`src/rtl/register_file_mp_if.sv`:
```
// Bus bundle for register_file_mp: two read ports, one size-qualified write
// port and the busy flag raised during the post-reset clear sweep.
interface register_file_mp_if #(
  parameter int DATA_WIDTH = 32,
  parameter int ADDR_WIDTH = 4
);
  logic [ADDR_WIDTH-1:0] rd_index_a;
  logic [ADDR_WIDTH-1:0] rd_index_b;
  logic [DATA_WIDTH-1:0] rd_data_a;
  logic [DATA_WIDTH-1:0] rd_data_b;
  logic                  wr_enable;
  logic [ADDR_WIDTH-1:0] wr_index;
  logic [1:0]            wr_size;
  logic [DATA_WIDTH-1:0] wr_data;
  logic                  busy;

  // Decode/execute side drives indices and write data.
  modport master (
    output rd_index_a, rd_index_b, wr_enable, wr_index, wr_size, wr_data,
    input  rd_data_a, rd_data_b, busy
  );

  // Register file side.
  modport slave (
    input  rd_index_a, rd_index_b, wr_enable, wr_index, wr_size, wr_data,
    output rd_data_a, rd_data_b, busy
  );
endinterface

```
`src/rtl/register_file_mp.sv`:
```
// register_file_mp: 2-read/1-write register file for the micro68k core.
// - 68000 size-qualified writes (.B/.W/.L) merge into the low bits of the
//   target register; size 2'b11 is a silent no-op.
// - After reset a clear sweep zeroes one register per cycle (DEPTH cycles);
//   busy is high and reads/writes are ignored while it runs.
// - Storage is split into byte lanes so a .B/.W write is a plain per-lane
//   write enable instead of a read-modify-write.
// Optional feature: define REGFILE_BYPASS_EN for write-first behaviour when a
// read index matches a valid same-cycle write; otherwise reads are read-first.
module register_file_mp #(
  parameter int DATA_WIDTH = 32,
  parameter int DEPTH      = 16,
  parameter int ADDR_WIDTH = 4
) (
  input  logic              raw_clk,
  input  logic              reset,
  register_file_mp_if.slave rf
);

  localparam int NUM_LANES = DATA_WIDTH / 8;
  localparam logic [ADDR_WIDTH:0]   DEPTH_W  = (ADDR_WIDTH + 1)'(DEPTH);
  localparam logic [ADDR_WIDTH-1:0] LAST_IDX = ADDR_WIDTH'(DEPTH - 1);

  typedef enum logic {
    ST_CLEAR = 1'b0,
    ST_READY = 1'b1
  } state_t;

  state_t                state_reg, state_next;
  logic [ADDR_WIDTH-1:0] cnt_reg, cnt_next;
  logic                  busy_reg, busy_next;

  logic                  clearing;
  logic                  rd_hold;
  logic                  wr_in_range;
  logic                  wr_valid;
  logic                  rd_a_in_range;
  logic                  rd_b_in_range;
  logic                  bypass_a;
  logic                  bypass_b;
  logic [ADDR_WIDTH-1:0] mem_addr;
  logic [DATA_WIDTH-1:0] rd_a_word;
  logic [DATA_WIDTH-1:0] rd_b_word;

  // FSM state, sweep counter and busy flag; reset restarts the sweep.
  always_ff @(posedge raw_clk) begin
    if (reset) begin
      state_reg <= ST_CLEAR;
      cnt_reg   <= '0;
      busy_reg  <= 1'b1;
    end else begin
      state_reg <= state_next;
      cnt_reg   <= cnt_next;
      busy_reg  <= busy_next;
    end
  end

  // Next-state: sweep one index per cycle, drop busy on the edge that
  // clears the last register.
  always_comb begin
    state_next = state_reg;
    cnt_next   = cnt_reg;
    busy_next  = busy_reg;
    case (state_reg)
      ST_CLEAR: begin
        busy_next = 1'b1;
        cnt_next  = cnt_reg + 1'b1;
        if (cnt_reg == LAST_IDX) begin
          state_next = ST_READY;
          busy_next  = 1'b0;
          cnt_next   = '0;
        end
      end
      ST_READY: begin
        busy_next = 1'b0;
      end
      default: begin
        state_next = ST_CLEAR;
        busy_next  = 1'b1;
        cnt_next   = '0;
      end
    endcase
  end

  assign clearing      = (state_reg == ST_CLEAR) && !reset;
  assign rd_hold       = reset || (state_reg == ST_CLEAR);
  assign wr_in_range   = {1'b0, rf.wr_index} < DEPTH_W;
  assign rd_a_in_range = {1'b0, rf.rd_index_a} < DEPTH_W;
  assign rd_b_in_range = {1'b0, rf.rd_index_b} < DEPTH_W;
  assign wr_valid      = (state_reg == ST_READY) && !reset && rf.wr_enable &&
                         (rf.wr_size != 2'b11) && wr_in_range;
  assign mem_addr      = clearing ? cnt_reg : rf.wr_index;

`ifdef REGFILE_BYPASS_EN
  // Write-first: a matching read sees the merged post-write value.
  assign bypass_a = wr_valid && (rf.rd_index_a == rf.wr_index);
  assign bypass_b = wr_valid && (rf.rd_index_b == rf.wr_index);
`else
  // Read-first: the array read already returns the pre-write value.
  assign bypass_a = 1'b0;
  assign bypass_b = 1'b0;
`endif

  genvar gi;
  generate
    for (gi = 0; gi < NUM_LANES; gi++) begin : g_lane
      // Lane 0 is written by every size, lane 1 by .W/.L, upper lanes by .L.
      localparam bit IN_WORD = (gi < 2);
      localparam bit IN_BYTE = (gi == 0);

      logic [7:0] mem_reg [DEPTH];
      logic [7:0] rd_a_reg;
      logic [7:0] rd_b_reg;
      logic       lane_sel;
      logic       lane_we;
      logic [7:0] lane_wdata;

      assign lane_sel   = IN_BYTE || (rf.wr_size == 2'b10) ||
                          (IN_WORD && (rf.wr_size == 2'b01));
      assign lane_we    = clearing || (wr_valid && lane_sel);
      assign lane_wdata = clearing ? 8'h00 : rf.wr_data[gi*8 +: 8];

      // Lane storage write: sweep zeroes or size-selected write data.
      always_ff @(posedge raw_clk) begin
        if (lane_we) begin
          mem_reg[mem_addr] <= lane_wdata;
        end
      end

      // Registered read port A; held at zero during reset/sweep.
      always_ff @(posedge raw_clk) begin
        if (rd_hold || !rd_a_in_range) begin
          rd_a_reg <= 8'h00;
        end else if (bypass_a && lane_sel) begin
          rd_a_reg <= rf.wr_data[gi*8 +: 8];
        end else begin
          rd_a_reg <= mem_reg[rf.rd_index_a];
        end
      end

      // Registered read port B; same rules as port A.
      always_ff @(posedge raw_clk) begin
        if (rd_hold || !rd_b_in_range) begin
          rd_b_reg <= 8'h00;
        end else if (bypass_b && lane_sel) begin
          rd_b_reg <= rf.wr_data[gi*8 +: 8];
        end else begin
          rd_b_reg <= mem_reg[rf.rd_index_b];
        end
      end

      assign rd_a_word[gi*8 +: 8] = rd_a_reg;
      assign rd_b_word[gi*8 +: 8] = rd_b_reg;
    end
  endgenerate

  assign rf.rd_data_a = rd_a_word;
  assign rf.rd_data_b = rd_b_word;
  assign rf.busy      = busy_reg;

endmodule

```
`src/flat_wrapper.sv`:
```
// flat-port wrapper written by rule: the top's interface ports become plain ports
module register_file_mp_flat 
#(
  parameter int DATA_WIDTH = 32,
  parameter int DEPTH      = 16,
  parameter int ADDR_WIDTH = 4
)
  (raw_clk, reset, rf_rd_index_a, rf_rd_index_b, rf_wr_enable, rf_wr_index, rf_wr_size, rf_wr_data, rf_rd_data_a, rf_rd_data_b, rf_busy);
  register_file_mp_if #(.DATA_WIDTH(DATA_WIDTH), .ADDR_WIDTH(ADDR_WIDTH)) rf_i ();
  input  logic raw_clk;
  input  logic reset;
  input wire logic [$bits(rf_i.rd_index_a)-1:0] rf_rd_index_a;
  input wire logic [$bits(rf_i.rd_index_b)-1:0] rf_rd_index_b;
  input wire logic [$bits(rf_i.wr_enable)-1:0] rf_wr_enable;
  input wire logic [$bits(rf_i.wr_index)-1:0] rf_wr_index;
  input wire logic [$bits(rf_i.wr_size)-1:0] rf_wr_size;
  input wire logic [$bits(rf_i.wr_data)-1:0] rf_wr_data;
  output wire logic [$bits(rf_i.rd_data_a)-1:0] rf_rd_data_a;
  output wire logic [$bits(rf_i.rd_data_b)-1:0] rf_rd_data_b;
  output wire logic [$bits(rf_i.busy)-1:0] rf_busy;
  assign rf_i.rd_index_a = rf_rd_index_a;
  assign rf_i.rd_index_b = rf_rd_index_b;
  assign rf_i.wr_enable = rf_wr_enable;
  assign rf_i.wr_index = rf_wr_index;
  assign rf_i.wr_size = rf_wr_size;
  assign rf_i.wr_data = rf_wr_data;
  assign rf_rd_data_a = rf_i.rd_data_a;
  assign rf_rd_data_b = rf_i.rd_data_b;
  assign rf_busy = rf_i.busy;
  register_file_mp #(.DATA_WIDTH(DATA_WIDTH), .DEPTH(DEPTH), .ADDR_WIDTH(ADDR_WIDTH)) u_core (.raw_clk(raw_clk), .reset(reset), .rf(rf_i));
endmodule
```
`config.mk`:
```
export PLATFORM = sky130hd
export DESIGN_NAME = register_file_mp_flat
export DESIGN_NICKNAME = d
export VERILOG_FILES = /design/src/rtl/register_file_mp_if.sv /design/src/rtl/register_file_mp.sv /design/src/flat_wrapper.sv
export SDC_FILE = /design/constraint.sdc
export NUM_CORES = 1
export LEC_CHECK = 0
export CORE_ASPECT_RATIO = 0.9
export CORE_UTILIZATION = 25
export DETAILED_ROUTE_END_ITERATION = 12
export PLACE_DENSITY = 0.41
export SLEW_MARGIN = 20
export SYNTH_ARGS = -nofsm -noshare
export SYNTH_HDL_FRONTEND = slang
export SYNTH_SLANG_ARGS = --single-unit
```
`constraint.sdc`:
```
create_clock -name raw_clk -period 3.4 [get_ports raw_clk]
set_input_delay 0.51 -clock raw_clk [delete_from_list [all_inputs] [get_ports raw_clk]]
set_output_delay 0.51 -clock raw_clk [all_outputs]
set_load 0.03 [all_outputs]
```
==> results of run 1 <==
==> layout make-up <==
cell class / instances / area share (%)
timing repair buffer: 217 / 6.99
multi-input combinational: 1074 / 27.8
sequential: 582 / 52.9
inverter: 5 / 0.0592
clock inverter: 35 / 0.679
clock buffer: 93 / 6.13
tap: 1368 / 5.40
==> stage by stage <==
stage	std cells	cell area (um^2)	util [%]	power, mW
after floorplan	1795	26200	-	8.78
after global placement	3246	29600	28.5	9.27
after detailed placement	3246	29600	28.5	9.28
after CTS	3374	31700	30.5	16.5
after global routing	3374	31700	30.5	16.8
final	3374	31700	30.5	16.2
==> where the power goes <==
group          switching, mW  total (mW)  internal, mW  leakage (nW)
registers             0.0394        7.91          7.87          5.26
clock network           3.02        7.12          4.10          1.06
logic                  0.762        1.21         0.451          5.30
total                   3.82        16.2          12.4          11.6
==> tightest hold or removal path: stages (launching register included) <==
cell,delay (ns)
dfxtp_1,0.36
o21ai_0,0.09
a21oi_1,0.06
==> worst max path at each step <==
| stage | from | endpoint | cells after the start | slack [ns] |
|---|---|---|---|---|
| floorplan | reset | u_core.g_lane[2].mem_reg[0][0] | 6 | 0.94 |
| global placement | rf_wr_size[0] | u_core.g_lane[3].mem_reg[6][2] | 7 | 0.40 |
| detailed placement | reset | u_core.g_lane[3].mem_reg[1][0] | 7 | 0.36 |
| CTS | u_core.state_reg | u_core.g_lane[3].mem_reg[1][5] | 6 | 0.91 |
| global route | u_core.state_reg | u_core.g_lane[2].mem_reg[0][7] | 6 | 0.80 |
| finish | u_core.state_reg | u_core.g_lane[3].mem_reg[1][0] | 6 | 0.94 |
==> cell families after synthesis <==
logic type / synth area share, %
flip-flops: 64.0
AND/OR/NAND/NOR: 4.74
adder cells (fa/ha/maj): 0.143
multiplexers: 19.8
AO/OA/AOI/OAI: 8.57
buffers and inverters: 2.71
XOR/XNOR: 0.0334
==> placed cells by master (no fill, tap or decap), types with 9 or more instances in the layout <==
cell type          n
edfxtp_1         512
mux2i_1          482
a22oi_1          224
clkdlybuf4s50_1  110
nand2_1           89
buf_4             80
clkbuf_16         74
dfxtp_1           70
nand3_1           64
nor2_1            38
and2_1            32
buf_12            24
o21ai_1           20
clkbuf_1          17
mux4_2            16
o22ai_1           16
o21ai_0           16
nor2_2            16
clkinv_2          14
clkinv_1          13
a221oi_2           9
==> routing by layer <==
metal | track usage (%) | routed length [um] | vias up
met5 | 0 | 0 | -
met4 | 3.82 | 1800 | 0
met3 | 2.71 | 3360 | 120
met2 | 25.1 | 38800 | 375
met1 | 22.0 | 40000 | 8423
li1 | - | - | 7388
==> summary.md, run 1 <==
| Metric | Value |
|---|---|
| Status | finished clean |
| Root buffer cell | clkbuf_16 |
| Period minus WS final | 2.46 ns |
| Avg Cell Area, Syn | 14.6 um^2 |
| Pin count of the biggest net entering global routing | 65 |
| Layout cells sized above 1 | 13.0% |
| Post_cts resized | 0 |
| Post-synth ARST share | 0% |
| R2R Path Start | u_core.state_reg |
| Buf+Inv Stages, Crit Path | 2 |
| Routed WL per cell | 24.9 um |
| Slowest cell on crit path | or4_1 |
| WHS Endpoint | u_core.cnt_reg[3] |
| Post-synth EDFFs | 512 |
| FILL cells | 10200 |
| Synth warn | 0 |
| Cells after Synth | 1795 |
| Max-cap check violation count | 0 |
| Top cell by count, worst path | buf_4 |
| Ant. Diodes | 0 |
| Pre-CTS setup slack | 0.363 ns |
| R2r setup slk | 0.94 ns |
| RR Endpoint | u_core.g_lane[3].mem_reg[1][0] |
| Top-count cell post-synth | edfxtp_1 |
| Setup-failing EPs final | 0 |
| Routability cong. | 0.751 |
| Congestion Overflow GR | 0 |
| Initial antenna violation count | 1 |
| Fmax | 407 MHz |
| Hold_sp | u_core.cnt_reg[3] |
| Hold Buf Count CTS | 0 |
| Synthesized Nets | 1847 |
| Area of the multi-input gates | 0.00883 mm^2 |
| Post-CTS Setup Bufs | 0 |
| Critical path's top delay family | simple AND/OR/NAND/NOR gates |
| CTS tree | done |
| Critical path, cell by cell | buf_4, or4_1, o31ai_1, o21ai_0, nor2_2, buf_4 |
| Width of the die | 343 um |
| Final Hold Violating Endpoints | 0 |
| Antenna Nets Post-Route | 0 |
| Via/cell ratio | 4.83 |
| Worst EP arrival | 2.72 ns |
| Top-level I/O count | 114 |
| VDD IR-drop max | 0.301 mV |
| Die height | 309 um |
| Largest cells by area after synthesis | edfxtp_1 (59%), mux2i_1 (18%), a22oi_1 (6.4%), dfxtp_1 (5.3%), mux4_2 (1.4%) |
| Synth Flop Type | edfxtp_1 |
| GRT Util Overall | 15.7% |
| #FFs+latches synth | 582 |
| Max incr delay on CP | 0.54 ns |
| Setup CP Type | flip-flop to flip-flop |
| Vias in the first global route | 16900 |
| Total number of vias | 16300 |
| H-tree level count | 3 |
| Clock Path Buffers | 3 |
| Leak | 11.6 nW |
| Initial Utilization | 25.3% |
| Routed WL | 84000 um |
| Slew margin rel. | 35.8% |
| Area leader, netlist | edfxtp_1 |
| Syn Std Cell Area | 0.0262 mm^2 |
| Worst hold margin | 0.566 ns |
| Post-synth cell types | 48 |
| First-pass GRT wire length | 120000 um |
| Worst R2R Path Depth | 6 |
| # rows | 112 |
| Most instantiated cells after synthesis | edfxtp_1 (512), mux2i_1 (482), a22oi_1 (224) |
| CP Launch Type | flip-flop |
| Core Region | 0.104 mm^2 |
| Worst Skew | 0.0265 ns |
| Number of flip-flops in the largest register | 512 |
| Iter 0 DRT Violations | 1377 |
| Worst skew pair latency | 0.61 ns |
| CP Max Fanout | 19 |
| Final worst path period share | 72.3% |
| Power Density | 512 mW/mm^2 |
| RSZ-0062 raised after global routing | false |
| Post-DP HPWL | 51100 um |
| DR pass1 iterations | 5 |
| Final setup TNS | 0 ns |
| Final setup margin | 0.942 ns |
| Sequential-to-total area share from yosys stat | 64.0% |
| Final net count | 2002 |
| Actual slew at the worst max-slew pin | 0.963 ns |
| Total CTS buffers | 70 |
| Die Area | 0.106 mm^2 |
| Worst-path clk slew | 0.06 ns |
| Sink Count | 582 |
| Endpoint class of the critical path | flip-flop |
| Area growth from synthesis to layout | 20.9% |
| DRC violations left | 0 |
| Hold Path Stages | 2 |
| Worst hold path class | flip-flop to flip-flop |
| Worst Path Required | 3.66 ns |
| Post-synth top area share | 58.6% |
| Seq. cell area | 0.0168 mm^2 |
| Port-buffer cells | 113 |
| Max Slew Vio Count | 0 |
Power figures use the tool's default switching activity.
==> inputs of run 2 (changes only) <==
- PLACE_DENSITY: 0.41 -> 0.42
- clock period: 3.4 -> 2.1 ns (I/O delays scaled with it)
==> run 2 against run 1 <==
Sequential cell count stayed put. Power rose by 68%. Worst setup slack worse by 0.90 ns. Clock power is 71% higher. Combinational power grew 88%. Sequential share of layout area shrank 2.9 points. Via count rose by 2.3%. Critical endpoint is now u_core.g_lane[3].mem_reg[3][6]. Routed wire length grew 1.5%. Critical path type unchanged. Largest cell class unchanged. Hold slack lost 0.21 ns. Non-clock buffer count grew 106.
==> summary.md, run 2 (synthesized netlist as in run 1, its figures left out) <==
| Metric | Value |
|---|---|
| Layout cells sized above 1 | 18.1% (was 13.0%) |
| Final net count | 2108 (was 2002) |
| Vias in the first global route | 17500 (was 16900) |
| Actual slew at the worst max-slew pin | 0.718 ns (was 0.963 ns) |
| Congestion Overflow GR | 0 (unchanged) |
| Max Slew Vio Count | 0 (unchanged) |
| Iter 0 DRT Violations | 1252 (was 1377) |
| Power Density | 813 mW/mm^2 (was 512 mW/mm^2) |
| Max-cap check violation count | 0 (unchanged) |
| Post-DP HPWL | 56300 um (was 51100 um) |
| Critical path's top delay family | simple AND/OR/NAND/NOR gates (unchanged) |
| Setup CP Type | flip-flop to flip-flop (unchanged) |
| Clock Path Buffers | 3 (unchanged) |
| Endpoint class of the critical path | flip-flop (unchanged) |
| Total number of vias | 16700 (was 16300) |
| Width of the die | 343 um (unchanged) |
| Via/cell ratio | 4.79 (was 4.83) |
| Initial antenna violation count | 0 (was 1) |
| Status | finished clean (unchanged) |
| Leak | 12.5 nW (was 11.6 nW) |
| Root buffer cell | clkbuf_16 (unchanged) |
| Total CTS buffers | 70 (unchanged) |
| Routed WL per cell | 24.5 um (was 24.9 um) |
| CP Launch Type | flip-flop (unchanged) |
| Die Area | 0.106 mm^2 (unchanged) |
| Fmax | 485 MHz (was 407 MHz) |
| Initial Utilization | 25.3% (unchanged) |
| Slew margin rel. | 52.2% (was 35.8%) |
| Period minus WS final | 2.06 ns (was 2.46 ns) |
| CP Max Fanout | 8 (was 19) |
| DRC violations left | 0 (unchanged) |
| Number of flip-flops in the largest register | 512 (unchanged) |
| RSZ-0062 raised after global routing | true (was false) |
| Port-buffer cells | 113 (unchanged) |
| R2r setup slk | 0.04 ns (was 0.94 ns) |
| DR pass1 iterations | 5 (unchanged) |
| Area growth from synthesis to layout | 28.0% (was 20.9%) |
| FILL cells | 10100 (was 10200) |
| Slowest cell on crit path | or4_4 (was or4_1) |
| Sink Count | 582 (unchanged) |
| Most frequent cells in the layout | edfxtp_1 (512), mux2i_1 (481), a22oi_1 (224) (was edfxtp_1 (512), mux2i_1 (482), a22oi_1 (224)) |
| Buf+Inv Stages, Crit Path | 2 (unchanged) |
| Worst hold path class | primary input to flip-flop (was flip-flop to flip-flop) |
| Die height | 309 um (unchanged) |
| Final Hold Violating Endpoints | 0 (unchanged) |
| Final worst path period share | 98.1% (was 72.3%) |
| Pwr Total | 27.3 mW (was 16.2 mW) |
| Worst Setup SP | u_core.cnt_reg[3] (was u_core.state_reg) |
| RR Endpoint | u_core.g_lane[3].mem_reg[3][6] (was u_core.g_lane[3].mem_reg[1][0]) |
| Core Region | 0.104 mm^2 (unchanged) |
| Setup-failing EPs final | 0 (unchanged) |
| H-tree level count | 3 (unchanged) |
| First-pass GRT wire length | 122000 um (was 120000 um) |
| Worst path depth | 6 (unchanged) |
| R2R Path Start | u_core.cnt_reg[3] (was u_core.state_reg) |
| Pre-CTS setup slack | -0.530 ns (was 0.363 ns) |
| Worst skew pair latency | 0.64 ns (was 0.61 ns) |
| Commonest non-fill, non-tap cell in the layout | edfxtp_1 (unchanged) |
| VDD IR-drop max | 0.471 mV (was 0.301 mV) |
| Worst R2R Path Depth | 6 (unchanged) |
| Worst-path clk slew | 0.06 ns (about the same) |
| Critical path, cell by cell | or4_4, o31ai_2, o21ai_2, buf_6, nor2_4, clkbuf_16 (was buf_4, or4_1, o31ai_1, o21ai_0, nor2_2, buf_4) |
| Critical path capture point | u_core.g_lane[3].mem_reg[3][6] (was u_core.g_lane[3].mem_reg[1][0]) |
| Routability cong. | 0.792 (was 0.751) |
| Worst EP arrival | 2.40 ns (was 2.72 ns) |
| Max incr delay on CP | 0.55 ns (was 0.54 ns) |
| Final setup margin | 0.0392 ns (was 0.942 ns) |
| Worst Skew | 0.0296 ns (was 0.0265 ns) |
| Routed WL | 85200 um (was 84000 um) |
| Hold Path Stages | 4 (was 2) |
| Worst Path Required | 2.44 ns (was 3.66 ns) |
| Top-level I/O count | 114 (unchanged) |
| Antenna Nets Post-Route | 0 (unchanged) |
| GRT Util Overall | 15.9% (was 15.7%) |
| Pin count of the biggest net entering global routing | 45 (was 65) |
| CTS tree | done (unchanged) |
| # rows | 112 (unchanged) |
==> run 2: layout make-up <==
type	count	area, um^2	share of cell area [%]
diodes	1	2.50	0.00746
flip-flops and latches	582	16800	50.0
multi-input cells	1074	8880	26.5
inverters	5	18.8	0.0559
repair buffers	323	3830	11.4
clock buffers	95	1930	5.74
well taps	1368	1710	5.10
clock inverters	35	407	1.21
==> run 2: what timing repair did <==
item,CTS,global route
gates resized for setup,11,10
setup endpoints to repair,131,154
hold buffers,0,0
cloned,1,1
setup buffers,1,0
pin swaps,1,1
==> run 2: how the worst min path moves through the flow <==
stage	start	endpoint	slack (ns)
finish	rf_rd_index_b[0]	u_core.g_lane[1].rd_b_reg[6]	0.36
global route	rf_rd_index_b[0]	u_core.g_lane[3].rd_b_reg[5]	0.37
CTS	rf_rd_index_b[0]	u_core.g_lane[3].rd_b_reg[5]	0.30
detailed placement	u_core.cnt_reg[1]	u_core.cnt_reg[1]	0.60
global placement	u_core.cnt_reg[3]	u_core.cnt_reg[3]	0.56
floorplan	u_core.cnt_reg[3]	u_core.cnt_reg[3]	0.50
==> run 2: worst reg2reg max path: cells and delay by family, from the launching register on <==
kind,cells,cell delay [ns]
buf+inv,2,0.39
simple gates,2,0.79
compound gates,2,0.22
flops,1,0.37
==> run 2: layer usage <==
metal,wire [um],GRT usage (%)
met1,39500,21.6
met2,39700,25.6
met3,3380,2.43
met4,2600,5.60
met5,0,0
==> run 2: stage by stage <==
stage / hold slack, ns / std cells / utilization (%) / area (um^2) / TNS, ns
after floorplan: 0.495 / 1795 / - / 26200 / -28.29
after global placement: 0.557 / 3349 / 30.0 / 31100 / -187.52
after detailed placement: 0.601 / 3349 / 30.0 / 31100 / -210.76
after CTS: 0.297 / 3481 / 32.3 / 33500 / 0
after global routing: 0.370 / 3482 / 32.3 / 33600 / -0.0154
final: 0.361 / 3483 / 32.3 / 33600 / 0
==> run 2: power breakdown <==
part	internal, mW	leakage [nW]	switching (mW)
combinational	0.976	6.10	1.29
sequential	12.7	5.26	0.0638
clock	7.05	1.11	5.15
total	20.8	12.5	6.51
